--- config.mk ---
export PLATFORM = sky130hd
export DESIGN_NAME = dmem_arbiter
export DESIGN_NICKNAME = d
export VERILOG_FILES = /design/src/rtl/dmem_arbiter.sv
export SDC_FILE = /design/constraint.sdc
export NUM_CORES = 1
export LEC_CHECK = 0
export CAP_MARGIN = 15
export CORE_MARGIN = 2
export CORE_UTILIZATION = 40
export DETAILED_ROUTE_END_ITERATION = 8
export PLACE_DENSITY = 0.9
export SLEW_MARGIN = 10
export SYNTH_ARGS = -nofsm -noshare
export SYNTH_HDL_FRONTEND = slang
export SYNTH_SLANG_ARGS = --single-unit
--- constraint.sdc ---
create_clock -name clk_i -period 4.39 [get_ports clk_i]
set_input_delay 1.317 -clock clk_i [delete_from_list [all_inputs] [get_ports clk_i]]
set_output_delay 1.317 -clock clk_i [all_outputs]
set_load 0.005 [all_outputs]
--- src/rtl/dmem_arbiter.sv ---
// Round-robin arbiter that serialises word reads/writes from two cores onto
// one shared byte-addressed data memory, rejecting misaligned or out-of-range accesses.
module dmem_arbiter #(
    parameter int unsigned MEM_BYTES = 128
) (
    input  logic        clk_i,
    input  logic        rst_i,
    input  logic        c0_req_i,
    input  logic        c0_we_i,
    input  logic [31:0] c0_addr_i,
    input  logic [31:0] c0_wdata_i,
    output logic        c0_ack_o,
    output logic        c0_err_o,
    output logic [31:0] c0_rdata_o,
    input  logic        c1_req_i,
    input  logic        c1_we_i,
    input  logic [31:0] c1_addr_i,
    input  logic [31:0] c1_wdata_i,
    output logic        c1_ack_o,
    output logic        c1_err_o,
    output logic [31:0] c1_rdata_o,
    output logic [31:0] mem_addr_o,
    output logic [31:0] mem_data_o,
    output logic        mem_read_o,
    output logic        mem_write_o,
    input  logic [31:0] mem_data_i,
    output logic        busy_o
);

    localparam logic [31:0] MAX_ADDR = 32'(MEM_BYTES - 4);

    typedef enum logic [1:0] {
        S_IDLE   = 2'd0,
        S_ACCESS = 2'd1,
        S_DONE   = 2'd2
    } state_t;

    state_t      r_state;
    state_t      w_state_nxt;
    logic        r_last_grant;
    logic        r_id;
    logic        r_we;
    logic        r_err;
    logic [31:0] r_addr;
    logic [31:0] r_wdata;
    logic [31:0] r_rdata0;
    logic [31:0] r_rdata1;

    logic        w_grant;
    logic        w_grant_id;
    logic        w_sel_we;
    logic [31:0] w_sel_addr;
    logic [31:0] w_sel_wdata;
    logic        w_sel_err;
    logic        w_access;
    logic        w_done;

    // Next-state and grant selection; on a tie the core not granted last wins.
    always_comb begin
        w_state_nxt = r_state;
        w_grant     = 1'b0;
        w_grant_id  = 1'b0;
        case (r_state)
            S_IDLE: begin
                if (c0_req_i || c1_req_i) begin
                    w_grant     = 1'b1;
                    w_grant_id  = (c0_req_i && c1_req_i) ? ~r_last_grant : c1_req_i;
                    w_state_nxt = S_ACCESS;
                end
            end
            S_ACCESS: w_state_nxt = S_DONE;
            S_DONE:   w_state_nxt = S_IDLE;
            default:  w_state_nxt = S_IDLE;
        endcase
    end

    assign w_sel_we    = w_grant_id ? c1_we_i    : c0_we_i;
    assign w_sel_addr  = w_grant_id ? c1_addr_i  : c0_addr_i;
    assign w_sel_wdata = w_grant_id ? c1_wdata_i : c0_wdata_i;
    assign w_sel_err   = (w_sel_addr[1:0] != 2'b00) || (w_sel_addr > MAX_ADDR);

    always_ff @(posedge clk_i) begin
        if (rst_i) begin
            r_state <= S_IDLE;
        end else begin
            r_state <= w_state_nxt;
        end
    end

    // Transaction latch at grant, and per-core read data captured as ACCESS closes.
    always_ff @(posedge clk_i) begin
        if (rst_i) begin
            r_last_grant <= 1'b1;
            r_id         <= 1'b0;
            r_we         <= 1'b0;
            r_err        <= 1'b0;
            r_addr       <= 32'd0;
            r_wdata      <= 32'd0;
            r_rdata0     <= 32'd0;
            r_rdata1     <= 32'd0;
        end else begin
            if (w_grant) begin
                r_last_grant <= w_grant_id;
                r_id         <= w_grant_id;
                r_we         <= w_sel_we;
                r_err        <= w_sel_err;
                r_addr       <= w_sel_addr;
                r_wdata      <= w_sel_wdata;
            end
            if (w_access && !r_we && !r_err) begin
                if (r_id) begin
                    r_rdata1 <= mem_data_i;
                end else begin
                    r_rdata0 <= mem_data_i;
                end
            end
        end
    end

    assign w_access = (r_state == S_ACCESS);
    assign w_done   = (r_state == S_DONE);

    assign mem_addr_o  = r_addr;
    assign mem_data_o  = r_wdata;
    assign mem_read_o  = w_access && !r_we && !r_err;
    // Gated by reset so an interrupted write never commits.
    assign mem_write_o = w_access && r_we && !r_err && !rst_i;

    assign c0_ack_o   = w_done && !r_id;
    assign c1_ack_o   = w_done && r_id;
    assign c0_err_o   = c0_ack_o && r_err;
    assign c1_err_o   = c1_ack_o && r_err;
    assign c0_rdata_o = r_rdata0;
    assign c1_rdata_o = r_rdata1;
    assign busy_o     = (r_state != S_IDLE);

endmodule
==> flow_metrics.py <==
metrics = {
    "outcome": {
        "status": "finished clean",
    },
    "setup_path": {
        "start_kind": "input port",
        "r2r_slack_ns": 2.32,
        "arrival_ns": 2.36,
        "end_kind": "output pin",
        "cp_max_fo": 2,
        "cp.required_ns": 3.07,
        "critPathKind": "input port to output pin",
    },
    "final_layout": {
        "final_common_cell": "clkdlybuf4s50_1",
        "nets": 1092,
        "most-common-layout-cells": "299 x clkdlybuf4s50_1, 221 x nand2_1, 134 x dfxtp_1",
        "area_growth_pct": 70.6,
        "drive_above_1_share_pct": 5.23,
        "diodes": 0,
    },
    "synthesis": {
        "avgSynthCellArea_um2": 8.05,
        "syn_inst": 652,
        "synth_cell_type_count": 28,
        "yosysWarnings": 0,
        "ys_seq_area_share_pct": 51.1,
        "netlist_area_um2": 5250,
        "synth_edf_count": 0,
        "async_reset_ff_share_pct": 0,
        "syn_nets": 818,
        "synth-main-ff-cell": "dfxtp_1",
        "synth-seq-cells": 134,
    },
    "routing": {
        "routed_wl_um": 18800,
        "post_drt_wl_per_cell_um": 16.9,
        "routed_via_density": 5.30,
        "drc_errors": 0,
        "drtIter0Drc": 472,
        "vias": 5881,
        "first_pass_iters": 7,
        "ant_nets": 0,
    },
    "job": {
        "max_cap_violations": 0,
    },
    "cts": {
        "clkTransAtPathRegs_ns": 0.05,
        "cts_root_buf": "clkbuf_16",
        "hold_buffers": 0,
        "ctsResizeCount": 0,
        "post-cts-setup-buffers": 0,
        "clk_latency_ns": 0.41,
        "clock_sinks": 134,
        "cts_buffers": 17,
        "clockBufferDepth": 2,
        "htreeDepth": 4,
        "cts_tree": "built",
    },
    "sta": {
        "relSlewSlack_pct": 50.8,
        "setup_tns_ns": 0,
        "slew_viol_final": 0,
        "rsz0062_at_grt": "false",
        "finalClockSkew_ns": 0.00965,
        "fin_crit_sh_pct": 83.8,
        "hold_ws_ns": 0.449,
        "period_needed_ns": 3.68,
        "hold_viol": 0,
        "worst_pin_slew_ns": 0.738,
        "setup_violations": 0,
        "fmaxAchievable_mhz": 272,
    },
    "global_routing": {
        "grt.overflow.total": 0,
        "grt_antenna_before_repair": 0,
        "track_usage_pct": 25.8,
        "grt_pass1_vias": 5609,
        "grt_max_degree": 70,
        "grt_pass1_wl_um": 28900,
    },
    "floorplan": {
        "ios": 301,
        "initial_core_util_pct": 41.3,
        "dieArea_um2": 14100,
        "core-area_um2": 12700,
        "die_y_um": 119,
        "rows": 41,
        "die_w_um": 119,
    },
    "place": {
        "dpl.hpwl_um": 13200,
        "routabilityCongestion": 0.810,
        "port_buffers": 300,
    },
    "pwr": {
        "power_mw": 3.43,
        "cellPowerDensity_nw_per_um2": 383,
        "cellLeakagePower_nw": 3.17,
        "irDropWorstVdd_mv": 0.245,
    },
    "worst_hold_path": {
        "hold_path.class": "flop to flop",
    },
}
## synthesized netlist by cell type, types with 2 or more instances
cell type | instances | area share [%]
nor4_1 | 12 | 1.4
nand4_1 | 2 | 0.24
mux2i_1 | 4 | 0.76
o221ai_1 | 33 | 5.5
or3_1 | 2 | 0.24
nand2_1 | 221 | 16
buf_2 | 24 | 2.3
a21oi_1 | 99 | 9.4
clkbuf_1 | 30 | 2.1
or2_1 | 2 | 0.24
buf_1 | 3 | 0.21
dfxtp_1 | 134 | 51
and2_1 | 3 | 0.36
a311oi_1 | 28 | 4.7
nor2_1 | 36 | 2.6
a211oi_1 | 5 | 0.71
nor2b_1 | 3 | 0.36
## per-stage QoR
stage / util [%] / instance area, um^2 / worst slack, ns / std cells
after floorplan: - / 5250 / 1.23 / 652
after global routing: 70.4 / 8960 / 0.625 / 1109
after detailed placement: 65.5 / 8330 / 0.705 / 1077
after CTS: 70.1 / 8910 / 0.705 / 1107
final: 70.4 / 8960 / 0.713 / 1109
after global placement: 65.5 / 8330 / 0.712 / 1077
## critical path, stage by stage
cell	delay, ns
buf_4	0.13
nor3b_1	0.20
and3b_1	0.19
clkdlybuf4s50_1	0.53
## logic make-up after synthesis
group | count (synthesis) | share of synthesized area (%)
buffers and inverters | 57 | 4.65
and+or+nand+nor | 289 | 22.5
AOI/OAI and AO/OA | 168 | 21.0
DFF | 134 | 51.1
muxes | 4 | 0.762
## sequential cells by signal, indices dropped and copies added (netlist names)
register and flops:
c1_rdata_o 32, r_we 1, r_last_grant 1, mem_data_o 32
mem_addr_o 32, c0_rdata_o 32, r_err 1, r_state 2
r_id 1
## where the power goes
part	leakage, nW	internal [mW]	switching, mW
Clock	0.270	0.886	0.523
Combinational	1.80	0.374	0.290
Sequential	1.10	1.31	0.0514
Total	3.17	2.57	0.865
## per-layer routing
layer  up-vias  part of all wire (%)  track usage (%)
met2       298                    50             45.3
met5         -                     0                0
li1       2816                     -                -
met4         0                   4.1             13.3
met3        55                   7.5             7.09
met1      2712                    38             28.2
## layout make-up
| class | instances | area [um^2] |
|---|---|---|
| Clock buffer | 18 | 429 |
| Sequential cell | 134 | 2680 |
| Multi-Input combinational cell | 461 | 2330 |
| Tap cell | 172 | 215 |
| Fill cell | 958 | 3760 |
| Timing Repair Buffer | 312 | 3140 |
| Clock inverter | 12 | 155 |
## path summary, 6_finish.rpt
check	from	to	cells past startpoint
min	mem_data_o[3]	mem_data_o[3]	2
max	rst_i	mem_write_o	4
min reg2reg	mem_data_o[3]	mem_data_o[3]	2
max reg2reg	r_state[1]	mem_addr_o[22]	5
No activity file was read; power rests on OpenSTA's default activity.
